## config.mk

```make
export PLATFORM = sky130hd
export DESIGN_NAME = axi_dw_ar_scheduler
export DESIGN_NICKNAME = d
export VERILOG_FILES = /design/src/rtl/axi_dw_ar_scheduler_pkg.sv /design/src/rtl/axi_dw_ar_scheduler.sv
export SDC_FILE = /design/constraint.sdc
export NUM_CORES = 1
export LEC_CHECK = 0
export CORE_UTILIZATION = 59
export DETAILED_ROUTE_END_ITERATION = 10
export PLACE_DENSITY = 0.9
export SYNTH_ARGS = -nofsm -noshare
export SYNTH_HDL_FRONTEND = slang
export SYNTH_SLANG_ARGS = --single-unit
```

## constraint.sdc

```tcl
create_clock -name clk_i -period 8.5 [get_ports clk_i]
set_input_delay 1.7 -clock clk_i [delete_from_list [all_inputs] [get_ports clk_i]]
set_output_delay 1.7 -clock clk_i [all_outputs]
set_load 0.1 [all_outputs]
```

## src/rtl/axi_dw_ar_scheduler_pkg.sv

```systemverilog
// Shared types and helpers for the AXI downsizer read-address scheduler.
// Holds the packer command format and the narrow-beat arithmetic.
package axi_dw_ar_scheduler_pkg;

    localparam int unsigned DwAddrWidth   = 32;
    localparam int unsigned DwIdWidth     = 4;
    localparam int unsigned DwSiBytesLog2 = 5;
    localparam int unsigned DwMiBytesLog2 = 2;
    localparam int unsigned DwOffsetWidth = DwSiBytesLog2 - DwMiBytesLog2;

    localparam logic [1:0] BurstFixed = 2'b00;
    localparam logic [1:0] BurstIncr  = 2'b01;
    localparam logic [1:0] BurstWrap  = 2'b10;

    typedef struct packed {
        logic [DwIdWidth-1:0]     id;
        logic [2:0]               ratio_log2;
        logic [DwOffsetWidth-1:0] offset;
        logic                     last;
        logic                     err;
    } ar_cmd_t;

    typedef struct packed {
        logic [11:0]              n;
        logic [DwOffsetWidth-1:0] s;
    } beats_t;

    typedef enum logic [1:0] {StIdle, StIssue, StErrCmd} state_e;

    // s: narrow lane of the first beat; n: narrow beats needed to cover the wide burst.
    function automatic beats_t dw_narrow_beats(input logic [DwAddrWidth-1:0] addr,
                                               input logic [7:0] len,
                                               input logic [2:0] size,
                                               input logic [2:0] mi_log2);
        beats_t                 res;
        logic [DwAddrWidth-1:0] lane;
        logic [2:0]             ratio;
        lane  = (addr & ((DwAddrWidth'(1) << size) - DwAddrWidth'(1))) >> mi_log2;
        ratio = size - mi_log2;
        res.s = DwOffsetWidth'(lane);
        res.n = ((12'(len) + 12'd1) << ratio) - 12'(res.s);
        return res;
    endfunction

endpackage

```

## src/rtl/axi_dw_ar_scheduler.sv

```systemverilog
// Read-address scheduler of the AXI downsizer: one wide AR becomes one or more narrow ARs
// (split at 256 beats) plus one packer command per issued burst.
module axi_dw_ar_scheduler
    import axi_dw_ar_scheduler_pkg::*;
#(
    parameter int unsigned AddrWidth   = DwAddrWidth,
    parameter int unsigned IdWidth     = DwIdWidth,
    parameter int unsigned SiBytesLog2 = DwSiBytesLog2,
    parameter int unsigned MiBytesLog2 = DwMiBytesLog2
) (
    input  logic                 clk_i,
    input  logic                 rst_i,
    input  logic                 slv_ar_valid_i,
    output logic                 slv_ar_ready_o,
    input  logic [IdWidth-1:0]   slv_ar_id_i,
    input  logic [AddrWidth-1:0] slv_ar_addr_i,
    input  logic [7:0]           slv_ar_len_i,
    input  logic [2:0]           slv_ar_size_i,
    input  logic [1:0]           slv_ar_burst_i,
    output logic                 mst_ar_valid_o,
    input  logic                 mst_ar_ready_i,
    output logic [IdWidth-1:0]   mst_ar_id_o,
    output logic [AddrWidth-1:0] mst_ar_addr_o,
    output logic [7:0]           mst_ar_len_o,
    output logic [2:0]           mst_ar_size_o,
    output logic [1:0]           mst_ar_burst_o,
    output logic                 cmd_valid_o,
    input  logic                 cmd_ready_i,
    output ar_cmd_t              cmd_o
);

    localparam int unsigned OffsetWidth = SiBytesLog2 - MiBytesLog2;
    localparam logic [11:0] SegBeats    = 12'd256;
    localparam logic [2:0]  MiSize      = 3'(MiBytesLog2);
    localparam logic [AddrWidth-1:0] MiMask   = AddrWidth'(2 ** MiBytesLog2 - 1);
    localparam logic [AddrWidth-1:0] SegBytes = AddrWidth'(256 * 2 ** MiBytesLog2);

    state_e               state_q;
    logic                 slv_ready_q, mst_valid_q, cmd_valid_q, mst_sent_q, cmd_sent_q;
    logic [AddrWidth-1:0] addr_q, next_addr_q;
    logic [7:0]           len_q;
    logic [2:0]           size_q;
    logic [1:0]           burst_q;
    logic [11:0]          rem_q;
    ar_cmd_t              cmd_q;

    beats_t                 beats;
    logic [OffsetWidth-1:0] first_offset;
    logic [11:0]            first_seg, next_seg;
    logic                   mst_done, cmd_done;

    assign beats        = dw_narrow_beats(slv_ar_addr_i, slv_ar_len_i, slv_ar_size_i, MiSize);
    assign first_offset = beats.s;
    assign first_seg    = (beats.n > SegBeats) ? SegBeats : beats.n;
    assign next_seg     = (rem_q > SegBeats) ? SegBeats : rem_q;
    assign mst_done     = mst_sent_q | (mst_valid_q & mst_ar_ready_i);
    assign cmd_done     = cmd_sent_q | (cmd_valid_q & cmd_ready_i);

    always_ff @(posedge clk_i or posedge rst_i) begin
        if (rst_i) begin
            state_q     <= StIdle;
            slv_ready_q <= 1'b0;
            mst_valid_q <= 1'b0;
            cmd_valid_q <= 1'b0;
            mst_sent_q  <= 1'b0;
            cmd_sent_q  <= 1'b0;
            addr_q      <= '0;
            next_addr_q <= '0;
            len_q       <= '0;
            size_q      <= '0;
            burst_q     <= '0;
            rem_q       <= '0;
            cmd_q       <= '0;
        end else begin
            unique case (state_q)
                StIdle: begin
                    slv_ready_q <= 1'b1;
                    if (slv_ar_valid_i && slv_ready_q) begin
                        slv_ready_q <= 1'b0;
                        mst_sent_q  <= 1'b0;
                        cmd_sent_q  <= 1'b0;
                        cmd_q.id    <= slv_ar_id_i;
                        cmd_q.err   <= 1'b0;
                        if (slv_ar_size_i <= MiSize) begin
                            addr_q           <= slv_ar_addr_i;
                            len_q            <= slv_ar_len_i;
                            size_q           <= slv_ar_size_i;
                            burst_q          <= slv_ar_burst_i;
                            rem_q            <= '0;
                            cmd_q.ratio_log2 <= '0;
                            cmd_q.offset     <= '0;
                            cmd_q.last       <= 1'b1;
                            mst_valid_q      <= 1'b1;
                            cmd_valid_q      <= 1'b1;
                            state_q          <= StIssue;
                        end else if (slv_ar_burst_i == BurstIncr) begin
                            addr_q           <= slv_ar_addr_i;
                            next_addr_q      <= (slv_ar_addr_i & ~MiMask) + SegBytes;
                            len_q            <= 8'(first_seg - 12'd1);
                            size_q           <= MiSize;
                            burst_q          <= BurstIncr;
                            rem_q            <= beats.n - first_seg;
                            cmd_q.ratio_log2 <= slv_ar_size_i - MiSize;
                            cmd_q.offset     <= first_offset;
                            cmd_q.last       <= (beats.n <= SegBeats);
                            mst_valid_q      <= 1'b1;
                            cmd_valid_q      <= 1'b1;
                            state_q          <= StIssue;
                        end else begin
                            // Narrowing a FIXED/WRAP burst is unsupported: the packer answers SLVERR.
                            cmd_q.ratio_log2 <= '0;
                            cmd_q.offset     <= '0;
                            cmd_q.last       <= 1'b1;
                            cmd_q.err        <= 1'b1;
                            cmd_valid_q      <= 1'b1;
                            state_q          <= StErrCmd;
                        end
                    end
                end
                StIssue: begin
                    if (mst_done && cmd_done) begin
                        mst_sent_q <= 1'b0;
                        cmd_sent_q <= 1'b0;
                        if (rem_q == 12'd0) begin
                            mst_valid_q <= 1'b0;
                            cmd_valid_q <= 1'b0;
                            slv_ready_q <= 1'b1;
                            state_q     <= StIdle;
                        end else begin
                            addr_q       <= next_addr_q;
                            next_addr_q  <= next_addr_q + SegBytes;
                            len_q        <= 8'(next_seg - 12'd1);
                            rem_q        <= rem_q - next_seg;
                            cmd_q.offset <= '0;
                            cmd_q.last   <= (rem_q <= SegBeats);
                            mst_valid_q  <= 1'b1;
                            cmd_valid_q  <= 1'b1;
                        end
                    end else begin
                        if (mst_valid_q && mst_ar_ready_i) begin
                            mst_valid_q <= 1'b0;
                            mst_sent_q  <= 1'b1;
                        end
                        if (cmd_valid_q && cmd_ready_i) begin
                            cmd_valid_q <= 1'b0;
                            cmd_sent_q  <= 1'b1;
                        end
                    end
                end
                StErrCmd: begin
                    if (cmd_valid_q && cmd_ready_i) begin
                        cmd_valid_q <= 1'b0;
                        slv_ready_q <= 1'b1;
                        state_q     <= StIdle;
                    end
                end
                default: state_q <= StIdle;
            endcase
        end
    end

    assign slv_ar_ready_o = slv_ready_q;
    assign mst_ar_valid_o = mst_valid_q;
    assign mst_ar_id_o    = cmd_q.id;
    assign mst_ar_addr_o  = addr_q;
    assign mst_ar_len_o   = len_q;
    assign mst_ar_size_o  = size_q;
    assign mst_ar_burst_o = burst_q;
    assign cmd_valid_o    = cmd_valid_q;
    assign cmd_o          = cmd_q;

endmodule
```

### Word-level counts from Yosys, hierarchy flattened

Index checks and enable logic that the tools add are counted.

* register bits: 108
* input bits: 54
* output and inout port bits: 64
* logic and storage cells: 139

* add/subtract/negate cells: 10
* magnitude comparators: 5
* eq/ne operators: 13
* shift operators: 2
* multiplexer cells: 67
* bitwise operators: 5
* reduce and logical (&&, ||, !) cells: 20

Operators with widths (number)
* $mux W32: 10
* $pmux W32 S2: 2
* $mux W12: 7
* $add A32 B11 Y32 const B: 2
* $mux W8: 5
* $gt A12 B9 Y1 const B: 2
* $le A12 B9 Y1 const B: 2
* $pmux W12 S2: 1
* $sub A12 B12 Y12: 2
* $mux W1: 19
* $mux W2: 8
* $pmux W8 S2: 1
* $reduce_and A4 Y1: 4
* $sub A8 B1 Y8 const B: 2
* $mux W7: 2
* $ne A2 B2 Y1 const B: 7
* $logic_not A12 Y1: 1
* $shl A9 B3 Y12: 1
* $sub A12 B3 Y12: 1
* $add A8 B1 Y9 const B: 1
* $ne A3 B3 Y1 const B: 3
* $reduce_and A3 Y1: 3
* $mux W4: 2
* $pmux W4 S2: 1
* other kinds (21): 33

### Longest topological paths before layout

* word-level depth: 11
* depth in mapped cells: 24
* gate-level depth less buffers: 22

### Worst setup path after synthesis

OpenSTA, ideal clock, no wires.

* kind: input port to flip-flop
* start: input slv_ar_size_i[1]
* end: register len_q[1], in the netlist mst_ar_len_o[1]
* setup time: 83 ps
* data arrival time: 5465 ps
* data required time: 8417 ps
* setup slack: 2952 ps
* stages: 24
* path buffers: 3
* path through: inv_2 > ha_1 > buf_2 > nand2_2 > or3_1 > ha_1 > inv_1 > fa_1 > a21oi_1 > inv_1 > a31o_2 > xor2_4 > nor3_2 > a211o_1 > o211a_1 > and2_1 > buf_6 > buf_2 > nand2_1 > ha_1 > nor2_1 > a21oi_1 > mux2_2 > o21ai_0

* word-level cells in the longest chain between the ends: 11
* elaborated cells between the ends (all ways): 16
* classes of those cells: add/sub: 4; order compare: 2; eq/ne: 1; shift: 2; mux: 5; bitwise: 1; reduce/logical: 1

Ends and longest elaborated chain
* from (decl): RTL line axi_dw_ar_scheduler.sv:18 `input logic [2:0] slv_ar_size_i,`
* $shl A1 B3 Y5: RTL line axi_dw_ar_scheduler_pkg.sv:38 `lane = (addr & ((DwAddrWidth'(1) << size) - DwAddrWidth'(1))) >> mi_log2;`
* $sub A5 B1 Y5: RTL line axi_dw_ar_scheduler_pkg.sv:38
* $and A5 B5 Y5: RTL line axi_dw_ar_scheduler_pkg.sv:38
* $sub A12 B3 Y12: RTL line axi_dw_ar_scheduler_pkg.sv:41 `res.n = ((12'(len) + 12'd1) << ratio) - 12'(res.s);`
* $gt A12 B9 Y1: RTL line axi_dw_ar_scheduler.sv:54 `assign first_seg = (beats.n > SegBeats) ? SegBeats : beats.n;`
* $mux W12: RTL line axi_dw_ar_scheduler.sv:54
* $sub A8 B1 Y8: RTL line axi_dw_ar_scheduler.sv:99 `len_q <= 8'(first_seg - 12'd1);`
* $mux W8: RTL line axi_dw_ar_scheduler.sv:96 `end else if (slv_ar_burst_i == BurstIncr) begin`
* $mux W8: RTL line axi_dw_ar_scheduler.sv:84 `if (slv_ar_size_i <= MiSize) begin`
* $mux W8: RTL line axi_dw_ar_scheduler.sv:78 `if (slv_ar_valid_i && slv_ready_q) begin`
* $pmux W8 S2: RTL line axi_dw_ar_scheduler.sv:75 `unique case (state_q)`
* to (signal assigned): RTL line axi_dw_ar_scheduler.sv:86 `len_q <= slv_ar_len_i;`
* to (signal assigned): RTL line axi_dw_ar_scheduler.sv:99
* to (signal assigned): RTL line axi_dw_ar_scheduler.sv:132 `len_q <= 8'(next_seg - 12'd1);`
* to (decl): RTL line axi_dw_ar_scheduler.sv:41 `logic [7:0] len_q;`

Parallel ways exist; a longest one is shown, timed or not. The select of a mux whose other input is x is not followed.
A chain may end at the register's enable or synchronous reset.

### Final worst setup path

Ends and elaborated chain as after synthesis.

==> flow_metrics.tcl <==
set metrics [dict create \
    grt_pass1_vias 6672 \
    root_buffer "clkbuf_16" \
    critPathArrivalTime_ns 6.92 \
    drv_cap 0 \
    min_path_cells 2 \
    p_clk_share_pct 13.2 \
    max_slew.worst_pin.slew_ns 1.060 \
    netlist.area_leader.share_pct 35.80 \
    htreeDepth 3 \
    die_w_um 114.1 \
    cts_tree "yes" \
    synth_edf_count 0 \
    p_int_uw 1721 \
    route.detailed.drc 0 \
    fp.coreArea_mm2 0.01211 \
    critPathKind "in -> reg" \
    skew_ns 0.01174 \
    reg2reg_slack_ns 4.03 \
    hold_path.class "reg -> reg" \
    share_comb_of_total_power_pct 63.0 \
    ctsHoldBuffers 0 \
    slew_headroom_pct 29.11 \
    rsz0062_at_grt "false" \
    antenna_cells 0 \
    final_cell_mix "nand2_1 (141), clkdlybuf4s50_1 (117), dfrtp_1 (106)" \
    hold_violations 0 \
    fmax_mhz 150.5 \
    vias 7293 \
    endpoint_kind "flip-flop" \
    cts_buffers 9 \
    p_sw_uw 2155 \
    grt-ovfl-total 0 \
    yosys_warnings 0 \
    placed_area_mm2 0.008597 \
    clk_path_buf_depth 2 \
    fillers 903 \
    cts_setup_buffers 0 \
    synth_cells 901 \
    outcome "finished, final reports clean" \
    ctsResizeCount 0 \
    ys_ff_latch 106 \
    hpwlAfterDp_um 14050 \
    cp.required_ns 8.77 \
    worstSetupStartpointType "input pin" \
    antenna_left 0 \
    io_pins 118 \
    die_h_um 114.1 \
    synthArstFlopShare_pct 100.0 \
    nets 1050 \
    grt_max_degree 71 \
    synth-main-ff-cell "dfrtp_1" \
    cts_num_sinks 106 \
    power_frac_seq_pct 23.8 \
    drive_above_1_share_pct 6.504 \
    initial_utilization_pct 61.17 \
    cp_max_fo 27 \
    syn_nets 972 \
    gp_congestion 0.9425 \
    swShare_pct 55.60 \
    finalPower_uw 3875 \
    setup-violations-final 0 \
    syn2layout_area_growth_pct 20.98 \
    syn_avg_cell_area_um2 8.222 \
    syn_area_mm2 0.007408 \
    mostFrequentLayoutCell "nand2_1" \
    synth_cell_types 82 \
    power_density_mw_per_mm2 432.4 \
    final.setup.worst_slack_ns 1.856 \
    fin_setup_tns_ns 0 \
    num_rows 40 \
    wl_per_cell_um 17.65 \
    leakage_uw 0.003687 \
    irDropWorstVdd_uv 221.7 \
    design_area_mm2 0.008962 \
    drt_wl_total_um 20330 \
    grt_pass1_wl_um 32960 \
    port_buffers 117 \
    clk_latency_ns 0.35 \
    routed_via_density 6.331 \
    synth.area.top_cells "dfrtp_1 (36%), nand2_1 (7.1%), o21ai_0 (5.8%)" \
    synth_seq_area_share_pct 35.80 \
    clk_pin_slew_worst_paths_ns 0.07 \
    grt_usage_pct 31.95 \
    drtIter0Drc 764 \
    synth_top_cell_by_area "dfrtp_1" \
    slew_viol_final 0 \
    first_pass_iters 7 \
    period_minus_slack_ns 6.644 \
    antenna_found_initial 0 \
    r2r_cells 11 \
    dp_worst_setup_slack_ns 1.544 \
    die_area_mm2 0.01301 \
    fin_crit_sh_pct 78.17 \
    whs_ns 0.4802 \
]
## power groups by stage
stage	logic, uW	registers [uW]	clock network, uW
after CTS	2430	917	509
after floorplan	1000	1780	0
after global placement	2370	914	0
after detailed placement	2400	924	0
after global routing	2590	951	534
final	2440	924	510
## cell type report
cell class	count	area, um2	area share, %
flip-flops and latches	106	2653	29.60
repair buffers	126	1239	13.82
clock inverters	6	136.4	1.522
clock buffers	10	229.0	2.555
inverters	24	92.59	1.033
multi-input cells	712	4403	49.13
well taps	168	210.2	2.345
## logic make-up after synthesis
| kind of cell | synth area share (%) |
|---|---|
| xor+xnor | 3.648 |
| compound gates | 24.44 |
| simple gates | 22.46 |
| other cells | 0.1014 |
| fa+ha+maj | 2.972 |
| buf+inv | 4.999 |
| flops | 35.80 |
| mux | 5.573 |
## critical path, cell delays in order
cell	delay, ns
clkdlybuf4s50_1	0.45
buf_4	0.29
inv_2	0.13
ha_1	0.56
nand2_2	0.25
or3_1	0.13
ha_1	0.14
inv_1	0.06
fa_1	0.44
a21oi_1	0.20
inv_1	0.06
a31o_2	0.28
xor2_4	0.19
nor3_2	0.23
a211o_1	0.17
o211a_1	0.16
and2_1	0.47
nand2b_1	0.15
ha_1	0.30
nor2_1	0.10
a21oi_1	0.05
mux2_2	0.27
o21ai_0	0.13
## final timing paths
| kind | start | to |
|---|---|---|
| max | slv_ar_size_i[1] | mst_ar_len_o[1] |
| min | next_addr_q[2] | next_addr_q[2] |
| max reg2reg | state_q[1] | next_addr_q[31] |
| min reg2reg | next_addr_q[2] | next_addr_q[2] |
| max in group asynchronous | rst_i | next_addr_q[22] |
| min in group asynchronous | rst_i | next_addr_q[27] |
## registers in the layout (all words and copies together), names as in the netlist, 2 cells and up
| signal | cells |
|---|---|
| mst_ar_id_o | 4 |
| mst_ar_len_o | 8 |
| state_q | 2 |
| mst_ar_addr_o | 32 |
| mst_ar_burst_o | 2 |
| mst_ar_size_o | 3 |
| next_addr_q | 30 |
| cmd_o | 8 |
| rem_q | 12 |
## cells in the mapped netlist (6+ instances only)
cell type  number
nand2_1       141
dfrtp_1       106
o21ai_0        86
nor2_1         61
a21oi_1        58
nor3_1         40
clkbuf_1       34
mux2i_1        30
nand3_1        25
inv_1          22
nor2b_1        21
xnor2_1        18
o31ai_1        17
ha_1           16
buf_2          14
a31oi_1        12
nand2b_1       12
a211oi_1       11
mux2_2         10
a21o_1          9
a32oi_1         9
a22o_1          7
and3_1          7
nand4_1         7
o211ai_1        7
and2_1          6
o22ai_1         6
or2_2           6
or3_1           6
xor2_1          6
## per-layer routing
metal	track usage (%)	part of all wire, %
met5	0	0
met2	53.05	47
met3	4.553	6.4
met4	14.89	4.2
met1	41.41	42
## per-stage QoR
stage / util (%) / instances
2_1_floorplan: - / 901
3_3_place_gp: 70.98 / 1136
3_5_place_dp: 70.98 / 1136
4_1_cts: 74.00 / 1152
5_1_grt: 74.00 / 1152
6_report: 74.00 / 1152
Power figures use the tool's default switching activity.
